<file path="config.mk">
export PLATFORM = sky130hd
export DESIGN_NAME = mem_map_ctrl
export DESIGN_NICKNAME = d
export VERILOG_FILES = /design/src/rtl/mem_map_pkg.sv /design/src/rtl/mem_load_align.sv /design/src/rtl/mem_map_ctrl.sv
export SDC_FILE = /design/constraint.sdc
export NUM_CORES = 1
export LEC_CHECK = 0
export CAP_MARGIN = 20
export CORE_MARGIN = 8
export CORE_UTILIZATION = 26
export CTS_BUF_LIST = sky130_fd_sc_hd__clkbuf_8
export DETAILED_ROUTE_END_ITERATION = 12
export SYNTH_ARGS = -nofsm -noshare
export SYNTH_HDL_FRONTEND = slang
export SYNTH_HIERARCHICAL = 1
export SYNTH_SLANG_ARGS = --single-unit
</file>
<file path="constraint.sdc">
create_clock -name i_clk -period 3.6 [get_ports i_clk]
set_input_delay 0.54 -clock i_clk [delete_from_list [all_inputs] [get_ports i_clk]]
set_output_delay 0.54 -clock i_clk [all_outputs]
set_load 0.005 [all_outputs]
</file>
<file path="src/rtl/mem_map_pkg.sv">
// Shared constants and helpers for the memory-map controller: region nibbles, access
// encodings, IO handshake states and store lane masks.
package mem_map_pkg;

    localparam logic [3:0] REGION_DMEM = 4'h1;
    localparam logic [3:0] REGION_IMEM = 4'h2;
    localparam logic [3:0] REGION_DMIM = 4'h3;
    localparam logic [3:0] REGION_BIOS = 4'h4;
    localparam logic [3:0] REGION_IO   = 4'h8;

    localparam logic [2:0] F3_B  = 3'b000;
    localparam logic [2:0] F3_H  = 3'b001;
    localparam logic [2:0] F3_W  = 3'b010;
    localparam logic [2:0] F3_BU = 3'b100;
    localparam logic [2:0] F3_HU = 3'b101;

    typedef enum logic [1:0] {
        StIdle   = 2'd0,
        StIoWait = 2'd1,
        StIoDone = 2'd2
    } io_state_e;

    // Size lives in funct3[1:0]; the sign bit funct3[2] does not affect lanes.
    function automatic logic [3:0] lane_mask(input logic [2:0] f3, input logic [1:0] off);
        case (f3[1:0])
            2'b00:   lane_mask = 4'b0001 << off;
            2'b01:   lane_mask = 4'b0011 << off;
            2'b10:   lane_mask = 4'b1111;
            default: lane_mask = 4'b0000;
        endcase
    endfunction

    function automatic logic is_misaligned(input logic [2:0] f3, input logic [1:0] off);
        is_misaligned = ((f3[1:0] == 2'b01) && off[0]) ||
                        ((f3[1:0] == 2'b10) && (off != 2'b00));
    endfunction

endpackage

</file>
<file path="src/rtl/mem_load_align.sv">
// Extracts a byte/half/word from a 32-bit read word at the given offset and sign- or
// zero-extends it according to funct3. Shared by the BRAM and IO read paths.
module mem_load_align
    import mem_map_pkg::*;
(
    input  logic [31:0] i_data,
    input  logic [1:0]  i_offset,
    input  logic [2:0]  i_funct3,
    output logic [31:0] o_data
);

    logic [7:0]  w_byte;
    logic [15:0] w_half;

    always_comb begin
        w_byte = i_data[7:0];
        case (i_offset)
            2'd0:    w_byte = i_data[7:0];
            2'd1:    w_byte = i_data[15:8];
            2'd2:    w_byte = i_data[23:16];
            default: w_byte = i_data[31:24];
        endcase
        w_half = i_offset[1] ? i_data[31:16] : i_data[15:0];
    end

    always_comb begin
        o_data = '0;
        case (i_funct3)
            F3_B:    o_data = {{24{w_byte[7]}}, w_byte};
            F3_H:    o_data = {{16{w_half[15]}}, w_half};
            F3_W:    o_data = i_data;
            F3_BU:   o_data = {24'b0, w_byte};
            F3_HU:   o_data = {16'b0, w_half};
            default: o_data = '0;
        endcase
    end

endmodule

</file>
<file path="src/rtl/mem_map_ctrl.sv">
// Address-region decoder between the core and BRAM/IO: byte-lane store enables, load
// realignment, and a req/ack IO handshake that stalls the pipeline with a timeout.
module mem_map_ctrl
    import mem_map_pkg::*;
#(
    parameter bit          FETCH_BIOS_SEL = 1'b1,
    parameter bit          READ_BIOS_SEL  = 1'b1,
    parameter int unsigned IMEM_WR_PC_BIT = 2,
    parameter int unsigned IO_TIMEOUT     = 255,
    parameter int unsigned TIMEOUT_W      = 8
) (
    input  logic        i_clk,
    input  logic        i_rst,
    input  logic [3:0]  i_pc_upper,
    input  logic [31:0] i_mem_addr,
    input  logic [31:0] i_mem_wdata,
    input  logic        i_mem_re,
    input  logic        i_mem_we,
    input  logic [2:0]  i_funct3,
    input  logic [31:0] i_dmem_dout,
    input  logic [31:0] i_bios_dout,
    input  logic [31:0] i_io_rdata,
    input  logic        i_io_ack,
    output logic        o_iload_sel,
    output logic [3:0]  o_imem_wea,
    output logic [3:0]  o_dmem_wea,
    output logic [31:0] o_wdata_al,
    output logic [31:0] o_load_data,
    output logic        o_io_req,
    output logic        o_io_we,
    output logic [31:0] o_io_addr,
    output logic [31:0] o_io_wdata,
    output logic        o_stall,
    output logic        o_misalign,
    output logic        o_io_timeout
);

    localparam int unsigned TO_LAST_I = (IO_TIMEOUT == 0) ? 0 : IO_TIMEOUT - 1;
    localparam logic [TIMEOUT_W-1:0] TO_LAST = TO_LAST_I[TIMEOUT_W-1:0];
    localparam bit TO_EN = (IO_TIMEOUT != 0);

    io_state_e            r_state;
    logic [TIMEOUT_W-1:0] r_cnt;
    logic                 r_io_req;
    logic                 r_io_we;
    logic [31:0]          r_io_addr;
    logic [31:0]          r_io_wdata;
    logic [2:0]           r_io_f3;
    logic [31:0]          r_io_data;
    logic                 r_io_timeout;
    logic                 r_iload_sel;
    logic                 r_misalign;
    logic                 r_ld_valid;
    logic                 r_ld_src;
    logic [1:0]           r_ld_off;
    logic [2:0]           r_ld_f3;

    logic [3:0]  w_region;
    logic [1:0]  w_off;
    logic        w_mis;
    logic        w_access;
    logic        w_is_ld;
    logic [3:0]  w_lanes;
    logic        w_dmem_rgn;
    logic        w_imem_rgn;
    logic        w_io_start;
    logic        w_stall;
    logic [31:0] w_wdata_al;
    logic [31:0] w_ld_raw;
    logic [31:0] w_ld_aligned;
    logic [31:0] w_io_aligned;

    assign w_region   = i_mem_addr[31:28];
    assign w_off      = i_mem_addr[1:0];
    assign w_mis      = is_misaligned(i_funct3, w_off);
    assign w_access   = i_mem_re | i_mem_we;
    assign w_is_ld    = i_mem_re & ~i_mem_we;
    assign w_lanes    = lane_mask(i_funct3, w_off);
    assign w_dmem_rgn = (w_region == REGION_DMEM) || (w_region == REGION_DMIM);
    assign w_imem_rgn = (w_region == REGION_IMEM) || (w_region == REGION_DMIM);
    assign w_io_start = (r_state == StIdle) && w_access && (w_region == REGION_IO) && !w_mis;
    assign w_stall    = !i_rst && ((r_state == StIoWait) || w_io_start);

    always_comb begin
        case (i_funct3[1:0])
            2'b00:   w_wdata_al = {4{i_mem_wdata[7:0]}};
            2'b01:   w_wdata_al = {2{i_mem_wdata[15:0]}};
            default: w_wdata_al = i_mem_wdata;
        endcase
    end

    always_comb begin
        o_dmem_wea = '0;
        o_imem_wea = '0;
        o_wdata_al = '0;
        if (!i_rst) begin
            o_wdata_al = w_wdata_al;
            if (i_mem_we && !w_mis) begin
                if (w_dmem_rgn) o_dmem_wea = w_lanes;
                if (w_imem_rgn && i_pc_upper[IMEM_WR_PC_BIT]) o_imem_wea = w_lanes;
            end
        end
    end

    assign w_ld_raw = (r_ld_src == READ_BIOS_SEL) ? i_bios_dout : i_dmem_dout;

    mem_load_align u_ld_align (
        .i_data   (w_ld_raw),
        .i_offset (r_ld_off),
        .i_funct3 (r_ld_f3),
        .o_data   (w_ld_aligned)
    );

    mem_load_align u_io_align (
        .i_data   (i_io_rdata),
        .i_offset (r_io_addr[1:0]),
        .i_funct3 (r_io_f3),
        .o_data   (w_io_aligned)
    );

    always_comb begin
        o_load_data = '0;
        if (!i_rst) begin
            if (r_state == StIoDone) o_load_data = r_io_data;
            else if (r_ld_valid)     o_load_data = w_ld_aligned;
        end
    end

    // BRAM loads: capture source/offset/size now, the BRAM word arrives next cycle.
    always_ff @(posedge i_clk) begin
        if (i_rst) begin
            r_ld_valid  <= 1'b0;
            r_ld_src    <= 1'b0;
            r_ld_off    <= '0;
            r_ld_f3     <= '0;
            r_misalign  <= 1'b0;
            r_iload_sel <= 1'b0;
        end else begin
            r_ld_valid <= w_is_ld && !w_mis && (w_dmem_rgn || (w_region == REGION_BIOS));
            r_ld_src   <= (w_region == REGION_BIOS) ? READ_BIOS_SEL : !READ_BIOS_SEL;
            r_ld_off   <= w_off;
            r_ld_f3    <= i_funct3;
            r_misalign <= w_access && w_mis;
            if (!w_stall) begin
                if (i_pc_upper == REGION_BIOS)      r_iload_sel <= FETCH_BIOS_SEL;
                else if (i_pc_upper == REGION_DMEM) r_iload_sel <= !FETCH_BIOS_SEL;
                else                                r_iload_sel <= 1'b0;
            end
        end
    end

    always_ff @(posedge i_clk) begin
        if (i_rst) begin
            r_state      <= StIdle;
            r_cnt        <= '0;
            r_io_req     <= 1'b0;
            r_io_we      <= 1'b0;
            r_io_addr    <= '0;
            r_io_wdata   <= '0;
            r_io_f3      <= '0;
            r_io_data    <= '0;
            r_io_timeout <= 1'b0;
        end else begin
            r_io_timeout <= 1'b0;
            case (r_state)
                StIdle: begin
                    if (w_io_start) begin
                        r_state    <= StIoWait;
                        r_cnt      <= '0;
                        r_io_req   <= 1'b1;
                        r_io_we    <= i_mem_we;
                        r_io_addr  <= i_mem_addr;
                        r_io_wdata <= w_wdata_al;
                        r_io_f3    <= i_funct3;
                        r_io_data  <= '0;
                    end
                end
                StIoWait: begin
                    r_cnt <= r_cnt + 1'b1;
                    // An ack arriving on the timeout cycle takes priority over the abort.
                    if (i_io_ack) begin
                        r_io_data <= r_io_we ? 32'h0 : w_io_aligned;
                        r_io_req  <= 1'b0;
                        r_io_we   <= 1'b0;
                        r_state   <= StIoDone;
                    end else if (TO_EN && (r_cnt == TO_LAST)) begin
                        r_io_timeout <= 1'b1;
                        r_io_data    <= '0;
                        r_io_req     <= 1'b0;
                        r_io_we      <= 1'b0;
                        r_state      <= StIoDone;
                    end
                end
                StIoDone: r_state <= StIdle;
                default:  r_state <= StIdle;
            endcase
        end
    end

    assign o_iload_sel  = r_iload_sel;
    assign o_io_req     = r_io_req;
    assign o_io_we      = r_io_we;
    assign o_io_addr    = r_io_addr;
    assign o_io_wdata   = r_io_wdata;
    assign o_stall      = w_stall;
    assign o_misalign   = r_misalign;
    assign o_io_timeout = r_io_timeout;

endmodule
</file>
### Word level (Yosys, flattened, before mapping)

Index checks and enable logic that the tools add are counted.

| word-level totals | value |
|---|---|
| output and inout port bits | 142 |
| input bits | 172 |
| register bits after elaboration | 121 |
| word-level logic and storage cells | 117 |

| cells by class | value |
|---|---|
| shifts and indexed selects | 2 |
| mux-type cells | 39 |
| reductions and logical operators | 31 |
| equal/unequal tests | 25 |
| bitwise logic cells | 4 |
| add/sub/neg operators | 1 |

Operators by type and width:

| cell | number |
|---|---|
| $pmux W32 S5 | 2 |
| $mux W32 | 9 |
| $pmux W32 S2 | 2 |
| $pmux W8 S3 | 2 |
| $mux W16 | 2 |
| $mux W4 | 6 |
| $pmux W8 S2 | 1 |
| $eq A3 B3 Y1 const B | 4 |
| $pmux W4 S3 | 1 |
| $logic_and A1 B1 Y1 | 11 |
| $add A8 B1 Y8 const B | 1 |
| $eq A2 B1 Y1 const B | 4 |
| $eq A2 B2 Y1 const B | 4 |
| $eq A4 B2 Y1 const B | 2 |
| $eq A4 B3 Y1 const B | 2 |
| $eq A8 B8 Y1 const B | 1 |
| $logic_not A2 Y1 | 4 |
| $mux W8 | 1 |
| $mux W1 | 7 |
| $eq A3 B1 Y1 const B | 2 |
| $eq A3 B2 Y1 const B | 2 |
| $logic_not A3 Y1 | 2 |
| $mux W2 | 3 |
| $reduce_and A2 Y1 | 3 |
| 16 further kinds | 24 |

### Logic depth before layout (Yosys ltp)

Gate-level depths: netlist (run 1).

| logic depth | value |
|---|---|
| word-level depth | 7 |
| depth in mapped cells | 9 |
| mapped depth without buffers | 6 |

### Hierarchy

Netlist (run 1), hierarchy kept.

By module, submodules not included:

| module | instances | area each (sq um) | cells each |
|---|---|---|---|
| mem_map_ctrl | 1 | 6542.5 | 781 |
| mem_load_align | 2 | 1044.8 | 133 |

### Least setup slack after synthesis (run 1)

No wires, ideal clock.

| timing path | value |
|---|---|
| kind | reg-to-output |
| start point | register r_ld_src |
| end point | output port o_load_data[6] |
| stages on the path, launching flop included | 8 |
| setup slack | 0.888 ns |
| buffers on the path | 2 |
| data required time | 3.060 ns |
| arrival time | 2.172 ns |
| path through | dfxtp_1 -> clkbuf_1 -> buf_1 -> mux2_2 -> mux4_1 -> a221o_1 -> nand3_1 -> a21oi_1 |

| between the ends | value |
|---|---|
| word-level cells in the longest chain between the ends | 6 |
| elaborated cells on any way between the ends | 7 |
| those cells by class | mux: 7 |

Ends and longest elaborated chain:

| item | RTL line | text |
|---|---|---|
| from (decl) | mem_map_ctrl.sv:54 | `logic r_ld_src;` |
| from (signal assigned) | mem_map_ctrl.sv:140 | `r_ld_src <= (w_region == REGION_BIOS) ? READ_BIOS_SEL : !READ_BIOS_SEL;` |
| $mux W32 | mem_map_ctrl.sv:105 | `assign w_ld_raw = (r_ld_src == READ_BIOS_SEL) ? i_bios_dout : i_dmem_dout;` |
| named net w_ld_raw[14] | mem_map_ctrl.sv:69 | `logic [31:0] w_ld_raw;` |
| $pmux W8 S3 | mem_load_align.sv:17 | `case (i_offset)` |
| $pmux W32 S5 | mem_load_align.sv:28 | `case (i_funct3)` |
| named net w_ld_aligned[6] | mem_map_ctrl.sv:70 | `logic [31:0] w_ld_aligned;` |
| $mux W32 | mem_map_ctrl.sv:125 | `else if (r_ld_valid) o_load_data = w_ld_aligned;` |
| $mux W32 | mem_map_ctrl.sv:124 | `if (r_state == StIoDone) o_load_data = r_io_data;` |
| $mux W32 | mem_map_ctrl.sv:123 | `if (!i_rst) begin` |
| to (decl) | mem_map_ctrl.sv:28 | `output logic [31:0] o_load_data,` |

The timed path passes the listed nets, and every way through them passes these cells.

### Worst setup path after layout (run 1)

| timing path | value |
|---|---|
| start point | register r_ld_src |
| end point | output port o_load_data[4] |

Same word-level chain as after synthesis.

==> results of run 1 <==
-- state kept, by name, summed over array words and instances (netlist names), 2 cells and up --
signal,cells
o_io_addr,32
r_ld_f3,3
r_io_data,32
r_ld_off,2
r_cnt,8
o_io_wdata,32
r_io_f3,3
r_state,2
-- timing repair --
item                       in CTS  in global routing
buffers inserted                1                  2
hold endpoints to repair        0                  0
resized for setup              13                  9
pin swaps                       2                  3
setup endpoints to repair      18                 17
cloned                          1                  0
-- critical path, cell delays in order, from the launching register on --
cell and delay (ns):
sky130_fd_sc_hd__dfxtp_4 0.39, sky130_fd_sc_hd__bufbuf_16 0.30, sky130_fd_sc_hd__mux2_2 0.39, sky130_fd_sc_hd__mux4_2 0.45, sky130_fd_sc_hd__a221o_1 0.38, sky130_fd_sc_hd__nand3_1 0.10
sky130_fd_sc_hd__a21oi_1 0.07, sky130_fd_sc_hd__clkdlybuf4s50_1 0.49
-- placed cells by master (no fill, tap or decap), types with 43 or more instances in the layout --
cell type,instances
sky130_fd_sc_hd__nor2_1,59
sky130_fd_sc_hd__buf_4,43
sky130_fd_sc_hd__mux2_2,51
sky130_fd_sc_hd__nand3_1,82
sky130_fd_sc_hd__dfxtp_1,120
sky130_fd_sc_hd__a21oi_1,140
sky130_fd_sc_hd__a211oi_1,46
sky130_fd_sc_hd__nand2_1,83
sky130_fd_sc_hd__o21ai_0,63
sky130_fd_sc_hd__clkdlybuf4s50_1,310
-- logic make-up after synthesis --
| logic type | count (synthesis) | synth area share [%] |
|---|---|---|
| AOI/OAI and AO/OA | 362 | 30.8 |
| xor gates and xnor gates | 3 | 0.522 |
| buffers and inverters | 149 | 8.33 |
| muxes | 105 | 14.6 |
| adders and majority gates | 2 | 0.290 |
| DFF | 121 | 28.1 |
| and+or+nand+nor | 305 | 17.4 |
-- metal layers --
layer / wire length, µm / global-route usage (%) / up-vias
met5: 13 / 0 / -
met4: 1290 / 7.33 / 2
met3: 3490 / 6.86 / 65
met2: 17700 / 31.0 / 389
met1: 15100 / 21.4 / 4370
li1: - / - / 4366
-- cell type report --
class | instances | area (µm²) | area share, %
Clock buffer | 18 | 248 | 1.95
Clock inverter | 14 | 173 | 1.36
Inverter | 38 | 143 | 1.12
Multi-Input combinational cell | 777 | 5580 | 43.8
Sequential cell | 121 | 2430 | 19.1
Tap cell | 442 | 553 | 4.34
Timing Repair Buffer | 364 | 3610 | 28.3
-- metrics by stage --
step           hold WS (ns)  cell area, µm²  util (%)
2_1_floorplan         0.425            8630         -
3_3_place_gp          0.419           12200      37.3
3_5_place_dp          0.420           12200      37.3
4_1_cts               0.432           12700      38.9
5_1_grt               0.456           12700      39.0
6_report              0.432           12700      39.0
-- power by group through the flow --
stage	sequential (mW)	clock (mW)	combinational, mW
after floorplan	1.40	0	0.425
after global placement	1.41	0	0.845
after detailed placement	1.41	0	0.848
after CTS	1.38	1.39	0.864
after global routing	1.38	1.44	0.931
final	1.38	1.34	0.873
-- worst min-delay path by stage --
stage	to	slack (ns)	depth (start not counted)
5_1_grt	o_io_addr[29]	0.46	2
3_5_place_dp	o_io_addr[28]	0.42	2
4_1_cts	o_io_addr[28]	0.43	2
6_report	o_io_addr[28]	0.43	2
2_1_floorplan	o_io_addr[28]	0.42	2
3_3_place_gp	o_io_addr[28]	0.42	2
==> metrics list, run 1 <==
- After clock tree synthesis, the flow added hold-fix buffers numbering 0.
* Avg Vias per Cell: 5.18
- From synthesis to final layout, the design area changed by 47.5%.
* # nets final: 1493
* Fraction of power spent switching nets: 30.1%
- Sequential element share of the synthesized area: 28.1%
- When the netlist entered floorplanning its net count stood at 1221.
- Num CTS Buffers: 17
- The worst-case IR drop observed on VDD is 0.182 mV.
* Number of synthesized register bits: 121
- The clock passes through at most 2 buffers.
* Commonest register cell after synthesis: sky130_fd_sc_hd__dfxtp_1
- Reg-to-Reg End: r_io_data[7]
* Yosys warns: 6
* Mapped Cells: 1047
- The path class of the tightest hold or removal check is reg -> reg.
* Clock tree from TritonCTS: built
- The floorplan step defined a die boundary enclosing 0.0393 mm².
- Per report_power, the clock group accounts for 37.3% of the total.
- Post-synthesis instance area: 0.00863 mm²
- Across the routed clock network, the largest skew measured is 0.0202 ns.
* Post-CTS clock slew at the launch and capture registers of the worst setup and hold paths: 0.07 ns
- The repair_antennas step left the layout with diodes totalling 0.
- Finished Layout Cells: 1774
* Area leader, netlist: sky130_fd_sc_hd__dfxtp_1
- Final WS setup: 0.0757 ns
* IO buf count: 313
- At the pin with the least slew margin, the transition time is 0.935 ns.
* Final worst path period share: 97.9%
* Number of enable flip-flop cells after synthesis: 0
* Overall die width: 198 µm
- Hold violation count in the final report: 0
* Mean Syn Cell Area: 8.24 µm²
* Distinct cell type count of the synthesized netlist: 58
- Static leakage: 4.13 nW
* Critical Path End Type: primary output
- Of all flip-flops after synthesis, the portion carrying an async set or reset was 0%.
- The H-tree was split into 4 levels.
- Global routing consumed, over all layers together, 18.6% of the routing resources.
- Entering global routing, the biggest net connects 66 pins.
- In this run, placement finished with an instance count of 1738.
* Row count: 66
* Ranking of synthesized cells by area: sky130_fd_sc_hd__dfxtp_1, sky130_fd_sc_hd__a21oi_1, sky130_fd_sc_hd__mux2_2
- The worst register-to-register path has a depth of 5.
* Detailed-route DRC error count: 0
* Routability congestion estimate: 0.924
* Worst setup timing slack at the placement stage: 0.0636 ns
- The commonest cells after synthesis are sky130_fd_sc_hd__a21oi_1, sky130_fd_sc_hd__dfxtp_1, sky130_fd_sc_hd__nand2_1, sky130_fd_sc_hd__nand3_1, sky130_fd_sc_hd__o21ai_0.
* Worst Path Required: 3.06 ns
- In this run the remaining antenna-violating nets after routing total 0.
- Routed Wire Length: 37600 µm
- For this design, the sink count on the clock tree is 121.
- For this run, the detailed router's first-pass iteration total came to 5.
- Area inside the core boundary: 0.0326 mm²
* Library cell used as clock root buffer: sky130_fd_sc_hd__clkbuf_8
- STA classifies the critical path startpoint as a flip-flop.
* Data arrival at the endpoint of the critical path: 2.98 ns
- Status: finished, final reports clean
* Total Power: 3.59 mW
- Hold wc startpoint: o_io_addr[28]
- Setup repair after global routing left no endpoint under its margin.
* Most common cell in the synthesized netlist: sky130_fd_sc_hd__a21oi_1
- Clock latency reported for the late side of the worst-skew pair: 0.44 ns
* First-pass GRT wire length: 56900 µm
- The setup check on the worst reg-to-reg path leaves a slack of 1.23 ns.
- Of the post-synthesis cell area, the dominant cell type holds 28.1%.
* Starting Density: 26.5%
- Maximum fanout count along the critical path: 16
- Based on the critical path, the design can be clocked at up to 284 MHz.
* Headroom to the max-slew limit: 37.6%
- Combinational cells account for 24.3% of the total power.
* Part of the power in registers: 38.4%
- Launch point of the worst path: r_ld_src
- Initial DRC Count: 545
- Summed over all nets, the half-perimeter wirelength after detailed placement is 28700 µm.
- Setup TNS: 0 ns
- In the final routed layout, each cell accounts on average for 21.2 µm.
- Origin of the critical flop-to-flop path: o_io_addr[1]
- Across the run, the number of max-cap violations was 0.
- Filler cells: 3319
- Time the final worst path needs with I/O delays and setup: 3.52 ns
- Floorplan die height: 198 µm
* Vias post-DR: 9192
* Int Pwr: 2.51 mW
- Layout cells sized above 1: 15.8%
- Number of global-route vias before repair: 9427
- Global routing finished with a remaining overflow of 0.
* Net load switching power: 1.08 mW
* Total power density per cell area: 282 mW/mm²
- Number of antenna violations at the first check in global routing: 1
* WS Path Type: reg -> out
- Final Slew Violations: 0
- Capturing element of the worst setup path: o_load_data[4]
- Setup violations remaining at the end of the flow were counted as 0.
* Ports: 314
(Power assumes the default switching activity.)
==> run 2, diff against run 1 <==
--- a/config.mk
+++ b/config.mk
@@ -10,6 +10,7 @@
 export CORE_UTILIZATION = 26
 export CTS_BUF_LIST = sky130_fd_sc_hd__clkbuf_8
 export DETAILED_ROUTE_END_ITERATION = 12
+export REMOVE_ABC_BUFFERS = 1
 export SYNTH_ARGS = -nofsm -noshare
 export SYNTH_HDL_FRONTEND = slang
 export SYNTH_HIERARCHICAL = 1
==> run 2 against run 1 <==
Sequential power hardly changed. Via count about the same. Worst hold slack got worse by 0.00080 ns.
==> metrics list, run 2 (synthesized netlist as in run 1, its figures left out) <==
* Floorplan die height: 198 µm
- Summed over all cells, the static leakage comes to 4.19 nW.
* Filler cells: 3283
* Startpoint Class: flip-flop
- Routed Wire Length: 37500 µm
- Detail Route met3 WL: 3960 µm
* Worst setup timing slack at the placement stage: 0.137 ns
- Die outline area: 0.0393 mm²
- Final WS setup: 0.118 ns
- Setup slack on the worst reg-to-reg path comes out at 1.36 ns.
* Ports: 314
- Starting Density: 26.5%
- Reg-to-Reg End: r_io_data[5]
- The clock tree synthesis step divided the H-tree into 4 levels.
- Total power density per cell area: 275 mW/mm²
- The detailed router finished its first iteration with 582 violations.
- Number of antenna repair diodes: 0
- Library cell used as clock root buffer: sky130_fd_sc_hd__clkbuf_8
- Entering global routing, the biggest net connects 80 pins.
- # nets final: 1489
- After legalization and detailed placement, the total HPWL measured 28000 µm.
- The final count of hold timing violations was 0.
* Layout cells sized above 1: 15.4%
- Setup TNS: 0 ns
- Max Cap Viol: 0
- VDD sags by at most 0.344 mV.
- Post-CTS clock slew at the launch and capture registers of the worst setup and hold paths: 0.08 ns
- Clk_skew: 0.0223 ns
- DR top layer: met5
- The clock passes through at most 2 buffers.
- During placement, the flow inserted port buffers numbering 313.
* Routability congestion estimate: 0.857
- Row count: 66
* Logic depth of the worst register-to-register path: 6
- Critical Path End Type: primary output
- In the finished design, the share of the clock period the worst path needs comes to 96.7%.
* Number of antenna violations at the first check in global routing: 1
- In this run the tightest slew margin relative to its limit is 36.1%.
- Num CTS Buffers: 17
- Data arrival at the endpoint of the critical path: 2.94 ns
- WL/cell: 21.2 µm
- Origin of the critical flop-to-flop path: r_io_f3[1]
- Along the worst path, the maximum fanout reaches 16.
- The flow ran to the end, and the final reports show no timing, DRC or antenna violations.
- The library cell used most frequently in the layout, excluding fill and tap cells, is sky130_fd_sc_hd__clkdlybuf4s50_1.
* Overall track demand over capacity in global routing: 18.5%
- In the detailed route, the total length drawn on met2 is 17300 µm.
* Min-Delay Path Class: reg -> reg
* Number of clock sinks: 121
- Avg Vias per Cell: 5.20
* Time the final worst path needs with I/O delays and setup: 3.48 ns
* Total iterations of the first detailed-routing run: 7
- Total Power: 3.49 mW
* Final Slew Violations: 0
- Counting tap cells, the placed design contains a total of 1730 instances.
- Hold Crit Depth: 2
* Most frequent cells in the layout: sky130_fd_sc_hd__clkdlybuf4s50_1, sky130_fd_sc_hd__a21oi_1, sky130_fd_sc_hd__dfxtp_1, sky130_fd_sc_hd__nand2_1, sky130_fd_sc_hd__nand3_1
* Hold wc startpoint: o_io_addr[29]
- After global routing the overflow that remains totals 0.
* Peak Freq: 287 MHz
- The worst hold path terminates at o_io_addr[29].
- Clock latency on the worst-skew pair, taken at its later pin, is 0.45 ns.
* Overall die width: 198 µm
- Setup violations remaining at the end of the flow were counted as 0.
- Number of nets with antenna violations after detailed routing: 0
- The via count of the first global-routing pass is 9133.
- At the pin with the least slew margin, the transition time is 0.957 ns.
* Detailed-route DRC error count: 0
* Worst Path Required: 3.06 ns
- The first global-routing pass estimated 56100 µm of wire.
* DRT met1 WL: 15700 µm
- Across all hold checks on the routed design, the worst slack comes to 0.431 ns.
* Clock tree from TritonCTS: built
* Area inside the core boundary: 0.0326 mm²
* Finished Layout Cells: 1770
* Layout Area Growth over Synthesis: 47.1%
* WS Path Type: reg -> out
- The routed layout has 9200 vias.
==> run 2: changes by cell type in the layout (fill, tap and decap cells not counted), sizes merged <==
cell           delta
inv               +6
buf               -5
clkdlybuf4s50     -4
dlymetal6s2s      +4
bufinv            -2
clkinv            -2
clkinvlp          -1
==> run 2: report_power, final <==
group	internal (mW)	switching, mW	total, mW
clock	0.577	0.678	1.26
sequential	1.36	0.0209	1.38
combinational	0.445	0.411	0.856
total	2.38	1.11	3.49
==> run 2: through the flow <==
step,util [%],instance area (µm²)
4_1_cts,38.5,12500
3_5_place_dp,37.2,12100
2_1_floorplan,-,8060
6_report,38.9,12700
3_3_place_gp,37.2,12100
5_1_grt,38.9,12700
==> run 2: worst max-delay path by stage <==
stage	start	endpoint	slack (ns)	cells after the start
after CTS	r_ld_src	o_load_data[0]	0.008	7
after global routing	r_ld_src	o_load_data[16]	-0.01	9
after floorplan	i_mem_addr[30]	r_cnt[2]	-0.53	4
final	r_ld_src	o_load_data[27]	0.12	9
after detailed placement	i_bios_dout[31]	o_load_data[24]	0.14	9
after global placement	i_dmem_dout[31]	o_load_data[24]	0.13	9
==> run 2: metal layers <==
| layer | GRT usage [%] | vias to the layer above |
|---|---|---|
| met5 | 0 | - |
| met4 | 4.42 | 2 |
| met3 | 7.95 | 30 |
| met1 | 22.2 | 4388 |
| li1 | - | 4365 |
| met2 | 30.1 | 415 |
==> run 2: critical path, stage by stage, from the launching register on <==
cell                              delay, ns
sky130_fd_sc_hd__dfxtp_4               0.38
sky130_fd_sc_hd__buf_12                0.16
sky130_fd_sc_hd__mux2_2                0.39
sky130_fd_sc_hd__mux2_2                0.29
sky130_fd_sc_hd__a22oi_4               0.28
sky130_fd_sc_hd__clkbuf_16             0.22
sky130_fd_sc_hd__a211oi_1              0.07
sky130_fd_sc_hd__nand3_1               0.11
sky130_fd_sc_hd__a21oi_1               0.11
sky130_fd_sc_hd__clkdlybuf4s50_1       0.47
==> run 2: what timing repair did <==
action | in CTS | in global routing
resized for setup | 1 | 18
endpoints found under the setup margin | 2 | 24
cloned | 1 | 2
pin swaps | 0 | 2
buffers inserted | 0 | 5
hold buffers | 0 | 0
==> run 2: cell type report <==
cell class	count	area, µm²	share of cell area (%)
clock buffers	17	234	1.84
clock inverters	15	155	1.22
inverters	38	143	1.12
multi-input cells	777	5550	43.7
flip-flops and latches	121	2430	19.1
well taps	442	553	4.35
repair buffers	360	3640	28.7
==> run 3, diff against run 2 <==
--- a/config.mk
+++ b/config.mk
@@ -7,10 +7,11 @@
 export LEC_CHECK = 0
 export CAP_MARGIN = 20
 export CORE_MARGIN = 8
-export CORE_UTILIZATION = 26
-export CTS_BUF_LIST = sky130_fd_sc_hd__clkbuf_8
+export CORE_UTILIZATION = 46
 export DETAILED_ROUTE_END_ITERATION = 12
+export PLACE_DENSITY = 0.82
 export REMOVE_ABC_BUFFERS = 1
+export SETUP_SLACK_MARGIN = 0.2
 export SYNTH_ARGS = -nofsm -noshare
 export SYNTH_HDL_FRONTEND = slang
 export SYNTH_HIERARCHICAL = 1
==> run 3 against run 2 <==
Critical path depth did not move. Worst hold slack got worse by 0.0065 ns. Utilization rose by 29 points. Critical path type unchanged. Highest routed layer unchanged.
==> metrics list, run 3 (synthesized netlist as in run 1, its figures left out) <==
- The die is 153 µm tall.
* Ports: 314
- Once detail routing completed, the nets flagged for antenna violations numbered 0.
- Clock tree synthesis inserted a total of 17 buffers.
* Largest buffer count on any clock path: 2
- Final count of negative-setup-slack endpoints: 0
- Clk_skew: 0.0167 ns
- Worst IR Drop VDD: 0.337 mV
- Commonest non-fill, non-tap cell in the layout: sky130_fd_sc_hd__clkdlybuf4s50_1
- Grt ovf: 0
- Layout cells sized above 1: 14.7%
- Vias post-DR: 9279
* Worst Path Required: 3.06 ns
* Data arrival at the endpoint of the critical path: 2.88 ns
- The initial antenna violation count was 1.
- For this design, the sink count on the clock tree is 121.
- The tool flagged a number of max-cap violations equal to 0.
* Headroom to the max-slew limit: 34.5%
- After detailed routing, the number of vias per cell comes to 5.99.
- Critical Path End Type: primary output
* Startpoint Class: flip-flop
- Clock tree from TritonCTS: built
- Power spread over the standard cell area amounts to 321 mW/mm².
- Time the final worst path needs with I/O delays and setup: 3.42 ns
* Static leakage: 4.25 nW
- In the layout the commonest cells are sky130_fd_sc_hd__clkdlybuf4s50_1, sky130_fd_sc_hd__a21oi_1, sky130_fd_sc_hd__dfxtp_1, sky130_fd_sc_hd__nand2_1, sky130_fd_sc_hd__nand3_1.
* IO buf count: 313
- The count of final max-slew check failures is 0.
- In this run, the number of DRC markers left after iteration 0 of detailed routing was 652.
- Clock latency reported for the late side of the worst-skew pair: 0.42 ns
- The initialized floorplan defines 50 standard-cell rows.
- Final worst path period share: 94.9%
* Overall die width: 153 µm
- The first TritonRoute pass finished after 5 iterations.
- H-tree Lvls: 4
- Dividing the detail-routed wire length by the instance count gives 21.5 µm.
- Post-CTS clock slew at the launch and capture registers of the worst setup and hold paths: 0.06 ns
- At the end of the flow, the number of nets in the layout was 1477.
* Min Hold Slack: 0.424 ns
- Area inside the core boundary: 0.0186 mm²
- In the routed design, unresolved DRC markers number 0.
- First-pass GRT wire length: 51400 µm
- In the post-route analysis, the smallest setup slack over all paths is 0.184 ns.
* Routed Wire Length: 33300 µm
* Starting Density: 46.5%
- Filler cells: 1528
* Total non-filler cell area in the finished layout: 0.0126 mm²
- The via count of the first global-routing pass is 9113.
- The flow ran to the end, and the final reports show no timing, DRC or antenna violations.
- Routability-driven placement finished with a final weighted congestion of 0.877.
- Min-Delay Path Class: reg -> reg
* Post-DP Area: 0.0118 mm²
- Core occupancy in the finished layout: 67.6%
* Die outline area: 0.0234 mm²
- In this run the worst path has a maximum fanout of 25.
- Setup repair after global routing could not meet its margin everywhere.
* Layout Area Growth over Synthesis: 45.5%
- The repair_antennas step left the layout with diodes totalling 0.
- WS Path Type: reg -> out
* Overall track demand over capacity in global routing: 27.3%
* Peak Freq: 293 MHz
* Library cell used as clock root buffer: sky130_fd_sc_hd__clkbuf_16
- Entering global routing, the biggest net connects 66 pins.
* Hold violation count in the final report: 0
* HPWL after detailed placement: 24200 µm
* Worst setup timing slack at the placement stage: 0.233 ns
- Worst Tran Pin Value: 0.982 ns
## run 3: cell type report
cell class | count | area [µm²] | area share, %
clock buffers | 17 | 425 | 3.39
clock inverters | 15 | 198 | 1.57
inverters | 38 | 143 | 1.14
multi-input cells | 777 | 5560 | 44.3
flip-flops and latches | 121 | 2430 | 19.3
well taps | 234 | 293 | 2.33
repair buffers | 348 | 3510 | 28.0
## run 3: metal layers
layer | part of all wire (%) | track usage (%)
met1 | 38 | 30.3
met2 | 50 | 48.0
met3 | 9.7 | 9.47
met4 | 2.3 | 8.91
met5 | 0.039 | 0
## run 3: power by group
part | switching [mW] | total, mW | internal, mW | leakage (nW)
clock | 0.760 | 1.82 | 1.06 | 0.303
combinational | 0.391 | 0.823 | 0.432 | 2.96
sequential | 0.0229 | 1.38 | 1.36 | 0.979
## run 3: critical path, cell delays in order, from the launching register on
cell and delay (ns):
sky130_fd_sc_hd__dfxtp_4 0.38, sky130_fd_sc_hd__buf_12 0.16, sky130_fd_sc_hd__mux2_2 0.38, sky130_fd_sc_hd__mux2_2 0.30
sky130_fd_sc_hd__a22oi_4 0.21, sky130_fd_sc_hd__buf_12 0.19, sky130_fd_sc_hd__o221ai_1 0.14, sky130_fd_sc_hd__nand3_1 0.11
sky130_fd_sc_hd__a21oi_1 0.11, sky130_fd_sc_hd__clkdlybuf4s50_1 0.48
## run 3: metrics by stage
stage	total power, mW	setup TNS [ns]	cells
finish	4.03	0	1550
global route	4.16	0	1550
CTS	4.04	0	1550
detailed placement	2.21	0	1515
global placement	2.20	0	1515
floorplan	1.75	-15.97	936
## run 3: final timing paths
kind	cells past startpoint	slack, ns	start	to
setup / recovery	9	0.18	r_ld_src	o_load_data[7]
hold reg to reg	2	0.42	o_io_addr[30]	o_io_addr[30]
hold / removal	2	0.42	o_io_addr[30]	o_io_addr[30]
setup reg to reg	6	1.20	r_io_f3[0]	r_io_data[17]
## run 3: what timing repair did
item	4_1_cts	5_1_grt
cloned	1	0
gates resized for setup	14	14
pin swaps	1	0
hold buffers	0	0
endpoints found under the setup margin	28	26
setup buffers	2	0
